===== config.mk =====
export PLATFORM = sky130hd
export DESIGN_NAME = universal_shift_register
export DESIGN_NICKNAME = d
export VERILOG_FILES = /design/src/rtl/usr_pkg.sv /design/src/rtl/usr_step.sv /design/src/rtl/universal_shift_register.sv
export SDC_FILE = /design/constraint.sdc
export NUM_CORES = 1
export LEC_CHECK = 0
export ABC_AREA = 0
export ABC_CLOCK_PERIOD_IN_PS = 2250
export CAP_MARGIN = 10
export CORE_MARGIN = 2
export CORE_UTILIZATION = 46
export DETAILED_ROUTE_END_ITERATION = 6
export PLACE_DENSITY = 0.78
export SLEW_MARGIN = 20
export SYNTH_ARGS = -nofsm -noshare
export SYNTH_HDL_FRONTEND = slang
export SYNTH_SLANG_ARGS = --single-unit

===== constraint.sdc =====
create_clock -name clk -period 2.25 [get_ports clk]
set_clock_uncertainty 0.2 [all_clocks]
set_input_delay 0.45 -clock clk [delete_from_list [all_inputs] [get_ports clk]]
set_output_delay 0.45 -clock clk [all_outputs]
set_load 0.02 [all_outputs]

===== src/rtl/usr_pkg.sv =====
// usr_pkg -- command and state encodings for universal_shift_register (rev 1.0)
`default_nettype none

package usr_pkg;

  typedef enum logic [2:0] {
    MODE_LOAD = 3'd0,
    MODE_SHL  = 3'd1,
    MODE_SHR  = 3'd2,
    MODE_ROL  = 3'd3,
    MODE_ROR  = 3'd4,
    MODE_ASR  = 3'd5
  } mode_t;

  typedef enum logic [0:0] {
    ST_IDLE  = 1'b0,
    ST_SHIFT = 1'b1
  } usr_state_t;

  // Encodings 6 and 7 are reserved and behave as no-ops.
  function automatic logic is_shift_mode(input logic [2:0] m);
    return (m >= 3'(MODE_SHL)) && (m <= 3'(MODE_ASR));
  endfunction

endpackage

`default_nettype wire


===== src/rtl/usr_step.sv =====
// usr_step -- combinational single-bit shift/rotate step (rev 1.0)
`default_nettype none

module usr_step
  import usr_pkg::*;
#(
  parameter int WIDTH = 8
) (
  input  logic [WIDTH-1:0] q,
  input  mode_t            mode,
  input  logic             serial_in_lsb,
  input  logic             serial_in_msb,
  output logic [WIDTH-1:0] q_next,
  output logic             bit_out
);

  always_comb begin
    q_next  = q;
    bit_out = 1'b0;
    case (mode)
      MODE_SHL: begin
        q_next  = {q[WIDTH-2:0], serial_in_lsb};
        bit_out = q[WIDTH-1];
      end
      MODE_SHR: begin
        q_next  = {serial_in_msb, q[WIDTH-1:1]};
        bit_out = q[0];
      end
      MODE_ROL: begin
        q_next  = {q[WIDTH-2:0], q[WIDTH-1]};
        bit_out = q[WIDTH-1];
      end
      MODE_ROR: begin
        q_next  = {q[0], q[WIDTH-1:1]};
        bit_out = q[0];
      end
      MODE_ASR: begin
        q_next  = {q[WIDTH-1], q[WIDTH-1:1]};
        bit_out = q[0];
      end
      default: begin
        q_next  = q;
        bit_out = 1'b0;
      end
    endcase
  end

endmodule

`default_nettype wire


===== src/rtl/universal_shift_register.sv =====
// universal_shift_register -- load / multi-step shift / rotate with start-busy-done handshake (rev 1.0)
`default_nettype none

module universal_shift_register
  import usr_pkg::*;
#(
  parameter int WIDTH = 8,
  parameter int CNT_W = $clog2(WIDTH + 1)
) (
  input  logic             clk,
  input  logic             reset,
  input  logic             start,
  input  logic [2:0]       mode,
  input  logic [CNT_W-1:0] shift_count,
  input  logic [WIDTH-1:0] parallel_in,
  input  logic             serial_in_lsb,
  input  logic             serial_in_msb,
  output logic [WIDTH-1:0] parallel_out,
  output logic             serial_out,
  output logic             busy,
  output logic             done
);

  usr_state_t       r_state;
  mode_t            r_mode;
  logic [CNT_W-1:0] r_cnt;
  logic [WIDTH-1:0] r_q;
  logic             r_sout;
  logic             r_busy;
  logic             r_done;

  logic [WIDTH-1:0] w_q_next;
  logic             w_bit_out;
  logic             w_last_step;

  usr_step #(
    .WIDTH(WIDTH)
  ) u_step (
    .q             (r_q),
    .mode          (r_mode),
    .serial_in_lsb (serial_in_lsb),
    .serial_in_msb (serial_in_msb),
    .q_next        (w_q_next),
    .bit_out       (w_bit_out)
  );

  assign w_last_step = (r_cnt == CNT_W'(1));

  always_ff @(posedge clk) begin
    if (reset) begin
      r_state <= ST_IDLE;
      r_mode  <= MODE_LOAD;
      r_cnt   <= '0;
      r_q     <= '0;
      r_sout  <= 1'b0;
      r_busy  <= 1'b0;
      r_done  <= 1'b0;
    end else begin
      r_done <= 1'b0;
      case (r_state)
        ST_IDLE: begin
          if (start) begin
            if (mode == 3'(MODE_LOAD)) begin
              r_q    <= parallel_in;
              r_done <= 1'b1;
            end else if (is_shift_mode(mode) && (shift_count != '0)) begin
              r_mode  <= mode_t'(mode);
              r_cnt   <= shift_count;
              r_busy  <= 1'b1;
              r_state <= ST_SHIFT;
            end else begin
              // Zero count or reserved mode: acknowledge without touching data.
              r_done <= 1'b1;
            end
          end
        end
        ST_SHIFT: begin
          r_q    <= w_q_next;
          r_sout <= w_bit_out;
          r_cnt  <= r_cnt - CNT_W'(1);
          if (w_last_step) begin
            r_busy  <= 1'b0;
            r_done  <= 1'b1;
            r_state <= ST_IDLE;
          end
        end
        default: begin
          r_busy  <= 1'b0;
          r_state <= ST_IDLE;
        end
      endcase
    end
  end

  assign parallel_out = r_q;
  assign serial_out   = r_sout;
  assign busy         = r_busy;
  assign done         = r_done;

endmodule

`default_nettype wire


# == After elaboration in Yosys (flattened, before gate mapping) ==
# Cells that the tools add are included.
# word_totals
wordCells,62
ff_bits,19
input_bits,20
out_inout_bits,11
# op_classes
magnitude_cmp,2
reduce_logical,11
mux,24
eq_ne,14
bitwise_logic,2
add_sub_neg,1
# ops
operator,count
8-bit case mux with 5 select lines,1
8-bit two-way mux,2
8-bit case mux with 2 select lines,1
1-bit two-way mux,12
4-bit two-way mux,3
4-bit AND reduction,3
"2-bit != test, second input constant",5
1-bit case mux with 2 select lines,4
4-bit case mux with 2 select lines,1
"3-bit by 2-bit == test with 1-bit output, second input constant",2
"3-bit == test, second input constant",2
"6-bit by 1-bit != test with 1-bit output, second input constant",1
3-bit AND reduction,2
"5-bit by 1-bit != test with 1-bit output, second input constant",1
"4-bit by 1-bit == test with 1-bit output, second input constant",1
4-bit nonzero test,1
"4-bit by 1-bit subtractor with 4-bit output, second input constant",1
"3-bit by 1-bit == test with 1-bit output, second input constant",1
"3-bit by 1-bit >= comparator with 1-bit output, second input constant",1
"3-bit less-or-equal comparator, second input constant",1
3-bit zero test,1
3-bit OR reduction,1
1-bit logical AND,2
"2-bit by 1-bit != test with 1-bit output, second input constant",1
2 further kinds,3

# == Depth between registers and ports, before layout ==
# Gate-level depths: netlist (run 1).
# logic_depth
ltp_word,7
mapped_depth,6
depth_no_buf,5

# == Cells and area by module ==
# A second synthesis (run 1) with hierarchy kept.
# unflattened
cells_unflattened,147
hier_area_um2,1237.4
# by_module_without_submodules
module,n_inst,cells_per_inst,area_per_inst_um2,seq_area_each_um2
universal_shift_register,1,100,973.4,380.4
usr_step,1,47,264.0,0.0

# == Worst setup path before layout (run 1) ==
# No wires, ideal clock.
# synth_path
path_type,in2reg
startpoint,input shift_count[2]
endpoint,register r_cnt[0]
n_path_buf,1
cell_stages,5
slack_ns,0.318
required_ns,1.964
setup_ns,0.086
arrival_time_ns,1.647
cell_sequence,or4_4 and4_4 buf_6 a21o_1 a211oi_1
# synth_via
elab_chain_len,4
# synth_rtl
element,line_no,rtl
"start, declared",universal_shift_register.sv:14,"input logic [CNT_W-1:0] shift_count,"
4-bit nonzero test,universal_shift_register.sv:66,end else if (is_shift_mode(mode) && (shift_count != '0)) begin
1-bit logical AND,universal_shift_register.sv:66,
2-bit != test (no source line),n/a,
3-bit AND reduction (no source line),n/a,
"end signal, assigned",universal_shift_register.sv:68,r_cnt <= shift_count;
"end signal, assigned",universal_shift_register.sv:80,r_cnt <= r_cnt - CNT_W'(1);
"end, declared",universal_shift_register.sv:26,logic [CNT_W-1:0] r_cnt;
# No other way between the ends.
# A chain may end at the register's enable or synchronous reset.

# == Worst setup path in the final report (run 1) ==
# Same ends and word-level chain as after synthesis.

==> results.py, run 1 <==
metrics = {
    "drt": {
        "drc_errors": 0,
        "wl_per_cell_um": 13.98,
        "first_iter_violations": 23,
        "vias": 1088,
        "postRouteAntennaNets": 0,
        "vias_per_cell": 5.637,
        "wirelength_um": 2698,
        "drt_first_pass_iters": 4,
    },
    "setup_path": {
        "crit_fanout": 6,
        "cp_num_buf_inv": 1,
        "cp.arrival_ns": 2.08,
        "crit_slowest_cell": "or4_4",
        "cp_data_required_time_ns": 2.26,
        "cp-end-kind": "flip-flop",
        "max_stage_delay_ns": 0.57,
        "critical_path.top_delay_family": "simple AND/OR/NAND/NOR gates",
        "criticalPathCategory": "primary input to flip-flop",
        "worstPathCellList": "clkdlybuf4s50_1, or4_4, and4_4, a21o_1, a211oi_1",
        "cp-start-kind": "primary input",
    },
    "floorplanning": {
        "die_y_um": 52.70,
        "std_cell_rows": 17,
        "die_w_um": 52.70,
        "initial_core_util_pct": 48.85,
        "fp.dieArea_um2": 2777,
        "ios": 31,
        "core_um2": 2233,
    },
    "yosys": {
        "synthCells": 130,
        "synth_top_flop_cell": "dfxtp_1",
        "synth_seq_cells": 19,
        "ys_warn_count": 0,
        "synth.top_cell.area_share_pct": 34.86,
        "synth.most_common_cell": "dfxtp_1",
        "synthTopCellsByCount": "dfxtp_1, nor2_1, a31oi_1",
        "yosysUniqueCellTypes": 37,
        "synth_edf_count": 0,
        "syn_avg_cell_area_um2": 8.393,
        "synth_area_leaders": "dfxtp_1, a31oi_1, o41ai_1, mux2i_1, nor2_1",
        "syn-cell-area_um2": 1091,
        "post-synth-top-area-cell": "dfxtp_1",
        "synth_fp_nets": 152,
        "async_reset_ff_share_pct": 0,
        "synth_seq_area_share_pct": 34.86,
    },
    "grt": {
        "grt_overflow": 0,
        "grt_pass1_vias": 1034,
        "track_usage_pct": 22.07,
        "grt_max_degree": 14,
        "grt_pass1_wl_um": 4616,
        "antenna_found_initial": 0,
    },
    "timing": {
        "maxSlewHeadroom_pct": 63.11,
        "tightest_slew_ns": 0.5456,
        "finalSetupViolations": 0,
        "final_hold_viol_count": 0,
        "period_needed_ns": 2.063,
        "fmax_mhz": 484.7,
        "slew_viol_final": 0,
        "timing.hold.ws_ns": 0.2812,
        "rsz0062_at_grt": "no",
        "finalCritPeriodShare_pct": 91.69,
    },
    "place": {
        "placed_cell_area_um2": 1458,
        "dpl.hpwl_um": 2004,
        "port_buffers": 30,
        "gp_congestion": 0.8678,
    },
    "cells_and_area": {
        "finalNetCount": 188,
        "drive_above_1_share_pct": 10.91,
        "syn_to_final_growth_pct": 36.01,
        "antenna_cells": 0,
        "design_area_um2": 1484,
    },
    "clock_network": {
        "cts_root_buffer": "clkbuf_4",
        "post_cts_buffers": 0,
        "clk-insertion-delay-late_ns": 0.29,
        "cts_resized": 0,
        "numCtsBuffers": 3,
        "cts.sink_count": 19,
        "clk_path_buf_depth": 2,
        "cts_tree": "yes",
        "h-tree-depth": 1,
        "cts_hold_buf": 0,
        "cts.clk_slew.worst_paths_ns": 0.10,
    },
    "flow_run": {
        "max_cap_violations": 0,
    },
    "power": {
        "power_mw": 0.8087,
        "cellPowerDensity_nw_per_um2": 545.0,
        "leakage_nw": 0.5809,
        "peakVddDrop_mv": 0.3508,
    },
    "min_path": {
        "hold_class": "flip-flop to flip-flop",
    },
    "status": {
        "outcome": "finished clean",
    },
}
-- worst paths after layout --
| kind | start | end | slack (ns) | cells after the start |
|---|---|---|---|---|
| worst min-delay path | busy$_SDFFE_PP0P_ | busy$_SDFFE_PP0P_ | 0.28 | 2 |
| worst max-delay path | shift_count[2] | r_cnt[0]$_SDFFE_PP0P_ | 0.19 | 5 |
| worst max register to register | r_mode[1]$_SDFFE_PP0P_ | parallel_out[5]$_SDFFE_PP0P_ | 0.40 | 4 |
| worst min register to register | busy$_SDFFE_PP0P_ | busy$_SDFFE_PP0P_ | 0.28 | 2 |
-- report_power, final --
part	total (mW)	switching [mW]	internal [mW]	leakage, nW
clock	0.172	0.103	0.0689	0.0150
combinational	0.246	0.117	0.129	0.410
sequential	0.391	0.0279	0.363	0.156
total	0.809	0.248	0.561	0.581
-- per-layer routing --
| layer | track usage, % | share of wire [%] |
|---|---|---|
| met3 | 2.571 | 4.0 |
| met2 | 35.00 | 45 |
| met5 | 0 | 0 |
| met4 | 7.692 | 1.0 |
| met1 | 30.61 | 50 |
-- flip-flops by register name, indices dropped and copies added, names as in the netlist --
signal        count
busy              1
r_state           1
serial_out        1
r_cnt             4
r_mode            3
done              1
parallel_out      8
-- worst reg2reg max path, cell delays in order (launching register included) --
cell      delay, ns
dfxtp_1        0.45
or3b_1         0.52
nand2_2        0.19
a21boi_1       0.09
o41ai_1        0.33
-- final cells by class --
class                           count  area [um2]
Fill cell                         195       749.5
Sequential cell                    19       380.4
Multi-Input combinational cell     96       644.4
Inverter                            6       22.52
Timing Repair Buffer               40       375.4
Tap cell                           28       35.03
Clock buffer                        4       26.28
-- kinds of logic after synthesis --
| group | synth area share [%] |
|---|---|
| AOI/OAI and AO/OA | 25.92 |
| xor gates and xnor gates | 1.606 |
| adders and majority gates | 2.293 |
| buffers and inverters | 6.078 |
| DFF | 34.86 |
| muxes | 5.619 |
| and+or+nand+nor | 23.63 |
-- through the flow --
stage          cells  utilization (%)  setup WS (ns)  setup TNS [ns]
3_5_place_dp     189            65.27        -0.1155         -0.1639
3_3_place_gp     189            65.27       -0.05880        -0.05880
6_report         193            66.44         0.1869               0
2_1_floorplan    130                -         0.3177               0
4_1_cts          193            66.44         0.1930               0
5_1_grt          193            66.44         0.1488               0
-- cells in the final DEF, fill, tap and decap left out, types with 3 or more instances in the layout --
master and count:
clkdlybuf4s50_1 30, dfxtp_1 19, nor2_1 13, buf_4 10, a31oi_1 9, inv_1 6, nor3_1 6, o41ai_1 6
mux2i_1 5, a21oi_1 5, a21boi_1 4, nand2_1 4, nand3_1 4, o21ai_0 4, nand3b_1 4, nand2b_1 3
nor2b_1 3, clkbuf_4 3
No activity file was read; power rests on OpenSTA's default activity.
==> inputs of run 2 (changes only) <==
--- a/config.mk
+++ b/config.mk
@@ -6,13 +6,14 @@
 export NUM_CORES = 1
 export LEC_CHECK = 0
 export ABC_AREA = 0
-export ABC_CLOCK_PERIOD_IN_PS = 2250
+export ABC_CLOCK_PERIOD_IN_PS = 2500
 export CAP_MARGIN = 10
 export CORE_MARGIN = 2
-export CORE_UTILIZATION = 46
+export CORE_UTILIZATION = 50
 export DETAILED_ROUTE_END_ITERATION = 6
-export PLACE_DENSITY = 0.78
+export PLACE_DENSITY = 0.83
 export SLEW_MARGIN = 20
 export SYNTH_ARGS = -nofsm -noshare
 export SYNTH_HDL_FRONTEND = slang
 export SYNTH_SLANG_ARGS = --single-unit
+export TNS_END_PERCENT = 20
==> constraint.sdc (replaced) <==
create_clock -name clk -period 2.5 [get_ports clk]
set_clock_uncertainty 0.2 [all_clocks]
set_input_delay 0.5 -clock clk [delete_from_list [all_inputs] [get_ports clk]]
set_output_delay 0.5 -clock clk [all_outputs]
set_load 0.02 [all_outputs]
==> run 2 against run 1 <==
Power shrank 9.7%. Worst hold slack gained 0.0061 ns. Flip-flop and latch count is the same. Cell count shrank 2.6%. Critical endpoint is now parallel_out[0]$_SDFFE_PP0P_. Largest cell class unchanged. Highest routed layer unchanged.
==> results.py, run 2 (synthesis results as in run 1) <==
metrics = {
    "place": {
        "dpl.hpwl_um": 2031,
        "port_buffers": 30,
        "dp.cells": 184,
        "gp_congestion": 0.8211,
        "dpl_worst_slack_ns": -0.08944,
    },
    "cells_and_area": {
        "finalNetCount": 184,
        "largest_reg_flops": 8,
        "mostFrequentLayoutCells": "clkdlybuf4s50_1, dfxtp_1, nor2_1",
        "antenna_cells": 0,
        "syn_to_final_growth_pct": 33.14,
        "layout_commonest_cell": "clkdlybuf4s50_1",
        "fin_cells": 188,
        "drive_above_1_share_pct": 8.696,
    },
    "clock_network": {
        "cts_resized": 0,
        "cts_root_buffer": "clkbuf_4",
        "h-tree-depth": 1,
        "cts.sink_count": 19,
        "cts_hold_buf": 0,
        "cts.clk_slew.worst_paths_ns": 0.11,
        "clk-insertion-delay-late_ns": 0.30,
        "cts_tree": "yes",
        "clk_path_buf_depth": 2,
        "post_cts_buffers": 0,
        "numCtsBuffers": 3,
    },
    "setup_path": {
        "cp-start-kind": "flip-flop",
        "cp_data_required_time_ns": 2.53,
        "criticalPathCategory": "flip-flop to flip-flop",
        "cp-end-kind": "flip-flop",
        "cp.arrival_ns": 2.40,
        "crit_fanout": 14,
    },
    "timing": {
        "fmax_mhz": 421.1,
        "finalSetupViolations": 0,
        "setup_tns_ns": 0,
        "maxSlewHeadroom_pct": 21.85,
        "rsz0062_at_grt": "no",
        "timing.final.ws_setup_ns": 0.1253,
        "finalCritPeriodShare_pct": 94.99,
        "final_hold_viol_count": 0,
        "timing.hold.ws_ns": 0.2873,
        "slew_viol_final": 0,
        "tightest_slew_ns": 1.172,
        "period_needed_ns": 2.375,
    },
    "floorplanning": {
        "ios": 31,
        "std_cell_rows": 16,
        "initial_core_util_pct": 54.50,
        "fp.dieArea_um2": 2572,
        "die_w_um": 50.71,
        "die_y_um": 50.71,
        "core_um2": 2002,
    },
    "grt": {
        "grt_pass1_wl_um": 4926,
        "grt_max_degree": 15,
        "antenna_found_initial": 0,
        "grt_overflow": 0,
        "grt_pass1_vias": 1090,
        "track_usage_pct": 24.91,
    },
    "power": {
        "cellPowerDensity_nw_per_um2": 502.6,
        "power_mw": 0.7302,
        "leakage_nw": 0.5617,
        "peakVddDrop_mv": 0.2974,
    },
    "flow_run": {
        "max_cap_violations": 0,
    },
    "min_path": {
        "hold_class": "flip-flop to flip-flop",
    },
    "drt": {
        "first_iter_violations": 23,
        "wl_per_cell_um": 14.73,
        "drt_first_pass_iters": 4,
        "vias_per_cell": 5.883,
        "drc_errors": 0,
        "vias": 1106,
        "postRouteAntennaNets": 0,
        "wirelength_um": 2770,
    },
    "status": {
        "outcome": "finished clean",
    },
}
[run 2: cell types whose count changed in the layout (fill, tap and decap cells not counted), sizes merged]
cell,change
buf,-4
[run 2: final timing paths]
path / startpoint / end / slack, ns / depth (start not counted)
worst max-delay path: r_mode[1]$_SDFFE_PP0P_ / parallel_out[0]$_SDFFE_PP0P_ / 0.13 / 4
worst min-delay path: busy$_SDFFE_PP0P_ / busy$_SDFFE_PP0P_ / 0.29 / 2
worst min register to register: busy$_SDFFE_PP0P_ / busy$_SDFFE_PP0P_ / 0.29 / 2
worst max register to register: r_mode[1]$_SDFFE_PP0P_ / parallel_out[0]$_SDFFE_PP0P_ / 0.13 / 4
[run 2: layout make-up]
type                       instances  area (um2)
inverter                           6       22.52
fill                             167       549.3
multi-input combinational         96       644.4
sequential                        19       380.4
timing repair buffer              36       345.3
tap                               27       33.78
clock buffer                       4       26.28
[run 2: power by group]
group	internal [mW]	switching [mW]
registers	0.327	0.0306
clock network	0.0623	0.0982
logic	0.110	0.102
[run 2: metal layers]
| metal | vias to the layer above | share of wire [%] | track usage (%) | routed length (um) |
|---|---|---|---|---|
| met5 | - | 0 | 0 | 0 |
| met4 | 0 | 0.87 | 6.757 | 24 |
| met3 | 2 | 4.5 | 3.571 | 126 |
| met2 | 30 | 46 | 39.25 | 1280 |
| met1 | 523 | 48 | 35.42 | 1338 |
| li1 | 551 | - | - | - |
[run 2: through the flow]
step                      instance area (um2)  util (%)
final                                    1453     72.56
after global routing                     1453     72.56
after CTS                                1453     72.56
after detailed placement                 1426     71.25
after global placement                   1426     71.25
after floorplan                          1091         -
[run 2: worst max-delay path, cell delays in order (launching register included)]
cell and delay [ns]:
dfxtp_1 0.39, or3_1 0.41, a32oi_1 0.96, a221oi_1 0.12
nor3_1 0.22
==> inputs of run 3 (changes only) <==
--- a/config.mk
+++ b/config.mk
@@ -12,6 +12,7 @@
 export CORE_UTILIZATION = 50
 export DETAILED_ROUTE_END_ITERATION = 6
 export PLACE_DENSITY = 0.83
+export SKIP_LAST_GASP = 1
 export SLEW_MARGIN = 20
 export SYNTH_ARGS = -nofsm -noshare
 export SYNTH_HDL_FRONTEND = slang
==> results of run 3 <==
Final layout, timing and power as in run 2 (identical DEF).
